[src/rtl/periph_bus_arbiter.sv]
// Two-master round-robin arbiter sharing one peripheral slave port.
// Optional slave watchdog compiled in with `define PERIPH_ARB_TIMEOUT_EN.
module periph_bus_arbiter #(
  parameter int          TIMEOUT   = 16,
  parameter logic [31:0] ERR_RDATA = 32'hDEAD_BEEF
) (
  input  logic        clk,
  input  logic        rst_n,
  input  logic [31:0] m0_addr,
  input  logic [31:0] m0_wdata,
  input  logic [3:0]  m0_wmask,
  input  logic        m0_wen,
  input  logic        m0_ren,
  output logic [31:0] m0_rdata,
  output logic        m0_ready,
  input  logic [31:0] m1_addr,
  input  logic [31:0] m1_wdata,
  input  logic [3:0]  m1_wmask,
  input  logic        m1_wen,
  input  logic        m1_ren,
  output logic [31:0] m1_rdata,
  output logic        m1_ready,
  output logic [31:0] s_addr,
  output logic [31:0] s_wdata,
  output logic [3:0]  s_wmask,
  output logic        s_wen,
  output logic        s_ren,
  input  logic [31:0] s_rdata,
  input  logic        s_ready,
  output logic        err,
  input  logic        err_clr
);

  typedef enum logic [1:0] {IDLE, BUSY, ABORT} state_t;

  state_t state, state_nxt;
  logic   owner, owner_nxt;
  logic   last, last_nxt;
  logic   req0, req1, own_req, winner;

  assign req0    = m0_wen | m0_ren;
  assign req1    = m1_wen | m1_ren;
  assign own_req = owner ? req1 : req0;
  // On a tie the master that was not granted last wins.
  assign winner  = (req0 & req1) ? ~last : req1;

`ifdef PERIPH_ARB_TIMEOUT_EN
  localparam int CW = $clog2(TIMEOUT + 1);
  logic [CW-1:0] wd_cnt;
  logic          wd_expire;

  assign wd_expire = (wd_cnt == CW'(TIMEOUT - 1)) & ~s_ready;

  always_ff @(posedge clk or negedge rst_n) begin
    if (!rst_n)                     wd_cnt <= '0;
    else if (state != BUSY)         wd_cnt <= '0;
    else if (!s_ready)              wd_cnt <= wd_cnt + CW'(1);
  end

  always_ff @(posedge clk or negedge rst_n) begin
    if (!rst_n)              err <= 1'b0;
    else if (state == ABORT) err <= 1'b1;
    else if (err_clr)        err <= 1'b0;
  end
`else
  logic unused_err_clr;
  assign unused_err_clr = err_clr;
  assign err = 1'b0;
`endif

  always_ff @(posedge clk or negedge rst_n) begin
    if (!rst_n) begin
      state <= IDLE;
      owner <= 1'b0;
      last  <= 1'b1;
    end else begin
      state <= state_nxt;
      owner <= owner_nxt;
      last  <= last_nxt;
    end
  end

  always_comb begin
    state_nxt = state;
    owner_nxt = owner;
    last_nxt  = last;
    unique case (state)
      IDLE: begin
        if (req0 | req1) begin
          state_nxt = BUSY;
          owner_nxt = winner;
          last_nxt  = winner;
        end
      end
      BUSY: begin
        // Completion or abandonment both return to IDLE for one cycle.
        if (s_ready || !own_req) state_nxt = IDLE;
`ifdef PERIPH_ARB_TIMEOUT_EN
        else if (wd_expire)      state_nxt = ABORT;
`endif
      end
      default: state_nxt = IDLE;
    endcase
  end

  always_comb begin
    s_addr   = '0;
    s_wdata  = '0;
    s_wmask  = '0;
    s_wen    = 1'b0;
    s_ren    = 1'b0;
    m0_rdata = '0;
    m1_rdata = '0;
    m0_ready = 1'b0;
    m1_ready = 1'b0;
    unique case (state)
      BUSY: begin
        s_addr  = owner ? m1_addr  : m0_addr;
        s_wdata = owner ? m1_wdata : m0_wdata;
        s_wmask = owner ? m1_wmask : m0_wmask;
        s_wen   = owner ? m1_wen   : m0_wen;
        s_ren   = owner ? m1_ren   : m0_ren;
        if (owner) begin
          m1_ready = s_ready & own_req;
          m1_rdata = s_rdata;
        end else begin
          m0_ready = s_ready & own_req;
          m0_rdata = s_rdata;
        end
      end
`ifdef PERIPH_ARB_TIMEOUT_EN
      ABORT: begin
        // Strobes withdrawn from the slave; owner gets the error word.
        s_addr  = owner ? m1_addr  : m0_addr;
        s_wdata = owner ? m1_wdata : m0_wdata;
        s_wmask = owner ? m1_wmask : m0_wmask;
        if (owner) begin
          m1_ready = 1'b1;
          m1_rdata = ERR_RDATA;
        end else begin
          m0_ready = 1'b1;
          m0_rdata = ERR_RDATA;
        end
      end
`endif
      default: ;
    endcase
  end

endmodule

[config.mk]
export PLATFORM = sky130hd
export DESIGN_NAME = periph_bus_arbiter
export DESIGN_NICKNAME = d
export VERILOG_FILES = /design/src/rtl/periph_bus_arbiter.sv
export SDC_FILE = /design/constraint.sdc
export NUM_CORES = 1
export LEC_CHECK = 0
export BUFFER_PORTS_ARGS = -buffer_cell sky130_fd_sc_hd__buf_2
export CAP_MARGIN = 20
export CORE_AREA = 2 2 121 123
export DETAILED_ROUTE_END_ITERATION = 8
export DIE_AREA = 0 0 123 125
export PLACE_DENSITY_LB_ADDON = 0.25
export SYNTH_ARGS = -nofsm -noshare
export SYNTH_HDL_FRONTEND = slang
export SYNTH_SLANG_ARGS = --single-unit
[constraint.sdc]
create_clock -name clk -period 3.6 [get_ports clk]
set_clock_uncertainty 0.15 [all_clocks]
set_input_delay 0.72 -clock clk [delete_from_list [all_inputs] [get_ports clk]]
set_output_delay 0.72 -clock clk [all_outputs]
set_load 0.02 [all_outputs]
==> impl_metrics.yaml, run 1 <==
grt:
  grt_pass1_wl_um: 12500
  grt_usage_pct: 9.85
  grt_overflow: 0
  grt_max_degree: 109
  grt_antenna_before_repair: 0
  grt_pass1_vias: 2648
timing:
  hold_slack_ns: 0.136
  maxSlewViolCount: 0
  fmax_mhz: 329
  hold_viol_final: 0
  rsz0062_at_grt: "false"
  tightest_slew_ns: 0.828
  tns_ns: 0
  finalCriticalPeriod_ns: 3.04
  setup_viol: 0
  final.period_utilization_pct: 84.5
  maxSlewHeadroom_pct: 44.8
yosys:
  yosys.area_share.simple_pct: 47.2
  ys_seq_area_share_pct: 4.05
  syn_area_per_cell_um2: 7.54
  synth_top_family_by_area: "simple AND/OR/NAND/NOR gates"
  netlist_area_um2: 1890
  yosys.area.top_type: "mux2i_1"
  syn_nets: 426
  ys_types: 23
  synth_area_leaders: "mux2i_1 38%, nor2b_1 23%, and2_1 11%, and3_1 11%, buf_2 3.5%"
  synthMuxAreaShare_pct: 37.7
  synthAdderAreaFrac_pct: 0
  synth_top_area_share_pct: 37.7
  synth-compound-area-share_pct: 2.85
  synthCells: 250
  synth-seq-cells: 3
  yosysWarnings: 0
  synth_xor_xnor_area_share_pct: 0
clock_network:
  clkTransAtPathRegs_ns: 0.03
  insertion_delay_ns: 0.22
  cts-root-buf: "clkbuf_16"
  tritoncts: "yes"
  clock_path_buffers: 2
  postCtsSetupBuffers: 0
  cts_sinks: 3
  numCtsBuffers: 3
  htreeDepth: 1
  cts_resized: 0
  postCtsHoldBufs: 0
power_and_ir_drop:
  clockPowerShare_pct: 7.4
  p_sw_w: 0.00134
  switching_share_pct: 55.9
  power_w: 0.00240
  ir_drop_mv: 0.255
  p_leak_nw: 2.36
  p_int_w: 0.00106
  powerDensity_nw_per_um2: 660
  combPwrFrac_pct: 86.1
  seqPwrFrac_pct: 6.5
route:
  routedWlPerCell_um: 11.8
  vias: 2819
  antenna_left: 0
  viasPerCell: 3.90
  drc: 0
  first_iter_violations: 50
  wirelength_um: 8550
  firstDrtPassIters: 4
setup_path:
  start_kind: "register"
  reg2reg_from: "owner"
  r2r_slack_ns: 1.61
  critPathSlowestCell: "and2b_1"
  cp-startpoint: "owner"
  crit_arrival_ns: 2.17
  max_stage_delay_ns: 0.83
  path_cells: "and2b_1 > o211a_1 > buf_2"
  reg2reg_to: "state[0]"
  rr_worst_depth: 3
  required_ns: 2.73
  worstPathMaxFanout: 47
  cp-end-kind: "primary output"
  cp-endpoint: "m0_ready"
  worst-setup-path-type: "reg -> out"
final_layout:
  regArea_um2: 81.3
  nets: 715
  final_cells: 722
  fillers: 1575
  multi_input_area_um2: 1660
  n_antenna_cell: 0
  synthToLayoutAreaGrowth_pct: 92.6
  drive_gt1_share_pct: 59.3
  fin_util_pct: 25.6
placement:
  place_inst: 718
  io_buffers: 310
  dpl.hpwl_um: 7080
  gp_congestion: 0.747
die:
  die_w_um: 123
  placementRows: 44
  core-area_um2: 14200
  die_y_um: 125
  initial_core_util_pct: 13.3
  io_pins: 313
  die_area_um2: 15400
worst_hold_path:
  hold_path.class: "in -> async"
job:
  drv_cap: 0
run_status:
  status: "completed"
[power by group through the flow]
stage          logic, W  registers, W  clock network, W
2_1_floorplan   0.00158     0.0000576                 0
3_3_place_gp    0.00207      0.000159                 0
5_1_grt         0.00222      0.000171          0.000188
4_1_cts         0.00209      0.000161          0.000179
6_report        0.00206      0.000157          0.000177
3_5_place_dp    0.00209      0.000161                 0
[flip-flops by register name (all words and copies together) (netlist names)]
name   cells
last       1
owner      1
state      1
[synthesized netlist by cell type]
cell / number
mux2i_1: 71
nor2b_1: 70
and2_1: 32
and3_1: 32
buf_2: 13
clkbuf_1: 10
buf_4: 3
buf_6: 2
dfrtp_1: 2
o21bai_1: 2
a22oi_1: 1
and2b_1: 1
conb_1: 1
dfstp_2: 1
inv_1: 1
nand2_1: 1
nor4_1: 1
nor4b_1: 1
nor4b_2: 1
nor4bb_1: 1
o2111a_1: 1
o211a_1: 1
o21ba_1: 1
[per-stage QoR]
stage                     instance area (um^2)  setup slack, ns
after global placement                    3550            0.759
final                                     3630            0.557
after CTS                                 3630            0.487
after detailed placement                  3550            0.731
after global routing                      3630            0.374
after floorplan                           1890             1.53
[layer usage]
metal	global-route usage [%]	part of all wire, %	vias up
met5	0	0	-
met4	2.01	0.56	0
met3	1.28	7.6	4
met2	19.3	53	151
met1	11.1	39	1238
li1	-	-	1426
[worst min-delay path by stage]
| stage | start | end | slack, ns | cells after the start |
|---|---|---|---|---|
| floorplan | rst_n | owner | 0.27 | 0 |
| global route | rst_n | owner | 0.13 | 1 |
| global placement | last | last | 0.32 | 1 |
| finish | rst_n | owner | 0.14 | 1 |
| detailed placement | last | last | 0.33 | 1 |
| CTS | rst_n | owner | 0.14 | 1 |
[logic make-up after synthesis]
family,count (synthesis)
compound gates,6
buf+inv,29
flops,3
mux,71
other cells,1
simple gates,140
[worst max-delay path: cells and delay by family (launching register included)]
family,cells,cell delay [ns]
AND/OR/NAND/NOR,1,0.83
buffers and inverters,1,0.16
AO/OA/AOI/OAI,1,0.25
flip-flops,1,0.69
[layout by cell type (no fill, tap or decap), drive strengths merged, types with 2 or more instances in the layout]
| cell type | instances |
|---|---|
| buf | 312 |
| mux2i | 71 |
| nor2b | 70 |
| and3 | 32 |
| and2 | 32 |
| clkbuf | 4 |
| o21bai | 2 |
| nor4b | 2 |
| dfrtp | 2 |
[area by class of cell]
class | instances | area share [%]
Clock buffer | 4 | 2.17
Inverter | 1 | 0.103
Sequential cell | 3 | 2.24
Multi-Input combinational cell | 218 | 45.7
Tap cell | 184 | 6.34
Timing Repair Buffer | 312 | 43.5
No activity file was read; power rests on OpenSTA's default activity.
==> run 2: changes to the inputs <==
==> constraint.sdc (replaced) <==
create_clock -name clk -period 2.6 [get_ports clk]
set_clock_uncertainty 0.15 [all_clocks]
set_input_delay 0.52 -clock clk [delete_from_list [all_inputs] [get_ports clk]]
set_output_delay 0.52 -clock clk [all_outputs]
set_load 0.02 [all_outputs]
==> run 2 against run 1 <==
Compared with the run above:
- die area stayed put
- via count increased by 1.7%
- global-route usage down 0.22 points
- design area grew 0.90%
- non-clock buffer count is 4 higher
- worst hold slack improved by 0.20 ns
- clock power rose by 39%
- critical path type unchanged
- critical endpoint is now s_addr[18]
==> impl_metrics.yaml, run 2 (synthesis results as in run 1) <==
run_status:
  status: "completed"
final_layout:
  top_regs: "last: 1 flops, owner: 1 flops, state: 1 flops"
  n_antenna_cell: 0
  final_common_cell: "buf_2"
  stdcell_area_um2: 3660
  final_cells: 726
  final_cell_mix: "310 x buf_2, 71 x mux2i_1, 70 x nor2b_1"
  fillers: 1576
  nets: 719
  synthToLayoutAreaGrowth_pct: 94.3
  drive_gt1_share_pct: 59.4
setup_path:
  reg2reg_to: "state[0]"
  worst-setup-path-type: "reg -> out"
  reg2reg_from: "owner"
  cp-end-kind: "primary output"
  rr_worst_depth: 3
  cp-startpoint: "owner"
  required_ns: 1.93
  start_kind: "register"
  r2r_slack_ns: 0.94
  crit_arrival_ns: 1.58
  worstPathMaxFanout: 45
die:
  placementRows: 44
  die_y_um: 125
  core-area_um2: 14200
  initial_core_util_pct: 13.3
  die_w_um: 123
  die_area_um2: 15400
  io_pins: 313
route:
  vias: 2866
  drc: 0
  antenna_left: 0
  firstDrtPassIters: 4
  viasPerCell: 3.95
  routedWlPerCell_um: 11.8
  first_iter_violations: 59
  wirelength_um: 8550
clock_network:
  insertion_delay_ns: 0.22
  clock_path_buffers: 2
  tritoncts: "yes"
  numCtsBuffers: 3
  postCtsSetupBuffers: 0
  clkTransAtPathRegs_ns: 0.03
  cts-root-buf: "clkbuf_16"
  htreeDepth: 1
  cts_sinks: 3
timing:
  setup_viol: 0
  maxSlewHeadroom_pct: 65.4
  fin_ws_ns: 0.351
  maxSlewViolCount: 0
  rsz0062_at_grt: "false"
  hold_viol_final: 0
  fmax_mhz: 445
  tightest_slew_ns: 0.519
  finalCriticalPeriod_ns: 2.25
  tns_ns: 0
  final.period_utilization_pct: 86.5
worst_hold_path:
  holdPathEnd: "last"
  hold_path_depth: 1
  hp-start: "last"
  hold_path.class: "reg -> reg"
placement:
  gp_congestion: 0.739
  io_buffers: 310
  place_area_um2: 3570
  dpl_worst_slack_ns: 0.571
  place_inst: 721
  dpl.hpwl_um: 7140
power_and_ir_drop:
  p_leak_nw: 2.38
  power_w: 0.00335
  powerDensity_nw_per_um2: 914
  ir_drop_mv: 0.469
grt:
  grt_overflow: 0
  grt_usage_pct: 9.63
  grt_pass1_wl_um: 12100
  grt_pass1_vias: 2592
  grt_antenna_before_repair: 0
  grt_max_degree: 62
job:
  drv_cap: 0
## run 2: cell types whose count changed in the layout (fill, tap and decap cells not counted)
cell | previous run | this run
buf_4 | 1 | 4
dlygate4sd3_1 | 0 | 1
## run 2: area by class of cell
class | count | area, um^2 | area share [%]
flip-flops and latches | 3 | 81.3 | 2.22
inverters | 1 | 3.75 | 0.102
repair buffers | 316 | 1610 | 44.0
clock buffers | 4 | 78.8 | 2.15
well taps | 184 | 230 | 6.28
multi-input cells | 218 | 1660 | 45.3
## run 2: routing by layer
metal  vias up  share of wire (%)  GRT usage, %
met5         -                  0             0
met4         0                1.3          2.34
met2       155                 52          19.1
met1      1271                 38          10.3
li1       1430                  -             -
met3        10                8.1          1.46
## run 2: how the worst max path moves through the flow
stage / to
finish: s_addr[18]
global route: s_addr[29]
CTS: s_addr[18]
detailed placement: s_addr[29]
global placement: s_addr[18]
floorplan: s_addr[17]
## run 2: timing repair
action                                  in CTS  in global routing
endpoints found under the setup margin       0                  0
resized for setup                            0                  0
hold buffers                                 1                  0
endpoints found under the hold margin        2                  0
## run 2: through the flow
stage	hold slack, ns	utilization (%)
4_1_cts	0.333	25.8
6_report	0.333	25.8
2_1_floorplan	0.0744	-
5_1_grt	0.349	25.8
3_3_place_gp	0.173	25.2
3_5_place_dp	0.172	25.2
## run 2: report_power, final
group / switching (W) / internal [W] / total (W)
Clock: 0.0000433 / 0.000202 / 0.000246
Combinational: 0.00180 / 0.00121 / 0.00300
Sequential: 0.0000189 / 0.0000802 / 0.0000991
## run 2: critical path: stages, from the launching register on
cell	delay, ns
dfrtp_4	0.42
buf_4	0.44
mux2i_1	0.26
nor2b_1	0.07
buf_2	0.15
==> run 3: changes to the inputs <==
--- a/config.mk
+++ b/config.mk
@@ -5,11 +5,13 @@
 export SDC_FILE = /design/constraint.sdc
 export NUM_CORES = 1
 export LEC_CHECK = 0
+export ABC_AREA = 1
 export BUFFER_PORTS_ARGS = -buffer_cell sky130_fd_sc_hd__buf_2
 export CAP_MARGIN = 20
-export CORE_AREA = 2 2 121 123
+export CORE_AREA = 2 2 122 124
 export DETAILED_ROUTE_END_ITERATION = 8
-export DIE_AREA = 0 0 123 125
+export DIE_AREA = 0 0 124 126
+export GPL_TIMING_DRIVEN = 0
 export PLACE_DENSITY_LB_ADDON = 0.25
 export SYNTH_ARGS = -nofsm -noshare
 export SYNTH_HDL_FRONTEND = slang
==> run 3 against run 2 <==
Compared with the run above:
- maximum frequency up 0.25%
- synthesized cell count grew 46%
- register-to-register slack improved by 0.40 ns
- worst hold slack got worse by 0.023 ns
- die area is 1.6% higher
- final cell count rose by 19%
- count of clock-buffer cells in the layout is the same
- critical path type unchanged
==> impl_metrics.yaml, run 3 <==
run_status:
  status: "completed"
route:
  top_layer_used: "met5"
  first_iter_violations: 72
  m1WireLength_um: 3740
  viasPerCell: 3.81
  vias: 3284
  drc: 0
  firstDrtPassIters: 4
  wl_met3_um: 856
  met2_wirelength_um: 5400
  routedWlPerCell_um: 11.7
  wirelength_um: 10100
  antenna_left: 0
job:
  drv_cap: 0
final_layout:
  final_cell_mix: "324 x buf_2, 152 x nand2_1, 70 x nor2_1"
  drive_gt1_share_pct: 59.6
  n_antenna_cell: 0
  final_common_cell: "buf_2"
  top_regs: "last: 1 flops, owner: 1 flops, state: 1 flops"
  synthToLayoutAreaGrowth_pct: 102
  fillers: 1698
  fin_util_pct: 25.8
  nets: 856
grt:
  grt_max_degree: 11
  grt_overflow: 0
  grt_usage_pct: 11.7
  grt_antenna_before_repair: 1
  grt_pass1_wl_um: 14600
  grt_pass1_vias: 3092
power_and_ir_drop:
  powerDensity_nw_per_um2: 1140
  combPwrFrac_pct: 91.9
  p_sw_w: 0.00269
  seqPwrFrac_pct: 2.4
  p_int_w: 0.00153
  power_w: 0.00422
  switching_share_pct: 63.7
  ir_drop_mv: 0.421
  clockPowerShare_pct: 5.7
  p_leak_nw: 2.34
die:
  io_pins: 313
  placementRows: 44
  core-area_um2: 14300
  initial_core_util_pct: 12.8
  die_y_um: 126
  die_w_um: 124
  die_area_um2: 15600
yosys:
  synth-seq-cells: 3
  synth_top_area_share_pct: 31.2
  syn_nets: 540
  netlist_area_um2: 1830
  synth_edf_count: 0
  yosys.area.top_type: "nand2_1"
  synth_area_leaders: "nand2_1 31%, a21oi_2 29%, nor2_1 14%, inv_1 6.6%, buf_4 5.7%"
  ys_seq_area_share_pct: 4.17
  synth_commonest_cells: "152 x nand2_1, 70 x nor2_1, 60 x a21oi_2, 32 x inv_1"
  async_reset_ff_share_pct: 100
  ys.flop_type: "dfrtp_1"
  yosysWarnings: 0
  syn_area_per_cell_um2: 5.03
  ys_types: 16
  synth_most_common_cell: "nand2_1"
  synthCells: 364
clock_network:
  htreeDepth: 1
  cts_resized: 0
  clock_path_buffers: 2
  cts-root-buf: "clkbuf_16"
  clkTransAtPathRegs_ns: 0.03
  cts_sinks: 3
  insertion_delay_ns: 0.22
  numCtsBuffers: 3
  tritoncts: "yes"
setup_path:
  cp-end-kind: "primary output"
  crit_arrival_ns: 1.57
  required_ns: 1.93
  worstPathMaxFanout: 10
  worst-setup-path-type: "reg -> out"
  start_kind: "register"
worst_hold_path:
  hold_path.class: "reg -> reg"
timing:
  tns_ns: 0
  setup_viol: 0
  fin_ws_ns: 0.356
  final.period_utilization_pct: 86.3
  fmax_mhz: 446
  hold_slack_ns: 0.310
  rsz0062_at_grt: "false"
  finalCriticalPeriod_ns: 2.24
  maxSlewViolCount: 0
  hold_viol_final: 0
placement:
  gp_congestion: 0.778
  dpl_worst_slack_ns: 0.542
  dpl.hpwl_um: 8710
  io_buffers: 310
run 3: cell families (layout without fill, tap and decap cells):
group                  count (synthesis)  in the layout  share of synthesized area [%]
other                                  1              1                          0.205
buffers and inverters                 64            379                           17.4
DFF                                    3              3                           4.17
and+or+nand+nor                      224            224                           46.1
AOI/OAI and AO/OA                     72             72                           32.1
run 3: cell type report:
cell class	count	area, um^2	share of cell area, %
Clock buffer	4	78.8	2.13
Timing Repair Buffer	311	1560	42.2
Multi-Input combinational cell	297	1440	38.8
Sequential cell	3	76.3	2.06
Tap cell	184	230	6.22
Inverter	34	128	3.45
Buffer	30	190	5.14
run 3: layer usage:
| metal | global-route usage (%) | vias to the layer above |
|---|---|---|
| met5 | 0 | - |
| met1 | 12.0 | 1366 |
| li1 | - | 1732 |
| met4 | 0.925 | 2 |
| met2 | 24.6 | 176 |
| met3 | 1.95 | 8 |
run 3: worst paths after layout:
check | from | slack (ns) | cells after the start | to
worst max-delay path | owner | 0.36 | 5 | m0_rdata[26]
worst min-delay path | last | 0.31 | 2 | last
worst max register to register | state[0] | 1.34 | 5 | owner
worst min register to register | last | 0.31 | 2 | last
max in group asynchronous | rst_n | 1.59 | 2 | last
min in group asynchronous | rst_n | 0.52 | 2 | owner
run 3: worst max-delay path: stages (launching register included):
cell	delay, ns
dfrtp_1	0.39
inv_2	0.23
nand2_1	0.21
buf_2	0.24
nor2_1	0.10
buf_2	0.18
run 3: per-stage QoR:
step,instance area [um^2],instances
after floorplan,1830,364
after global placement,3610,858
after detailed placement,3610,858
after CTS,3700,863
after global routing,3700,863
final,3700,863
run 3: power by group through the flow:
stage          logic, W  clock network (W)  registers, W
2_1_floorplan   0.00266                  0     0.0000931
3_3_place_gp    0.00397                  0      0.000101
4_1_cts         0.00396           0.000246      0.000101
3_5_place_dp    0.00395                  0     0.0000998
5_1_grt         0.00428           0.000251      0.000103
6_report        0.00388           0.000240     0.0000996
run 3: repair_timing:
action / CTS / global route
endpoints found under the hold margin: 2 / 0
hold buffers: 1 / 0
buffers inserted: 0 / 0
endpoints found under the setup margin: 0 / 0
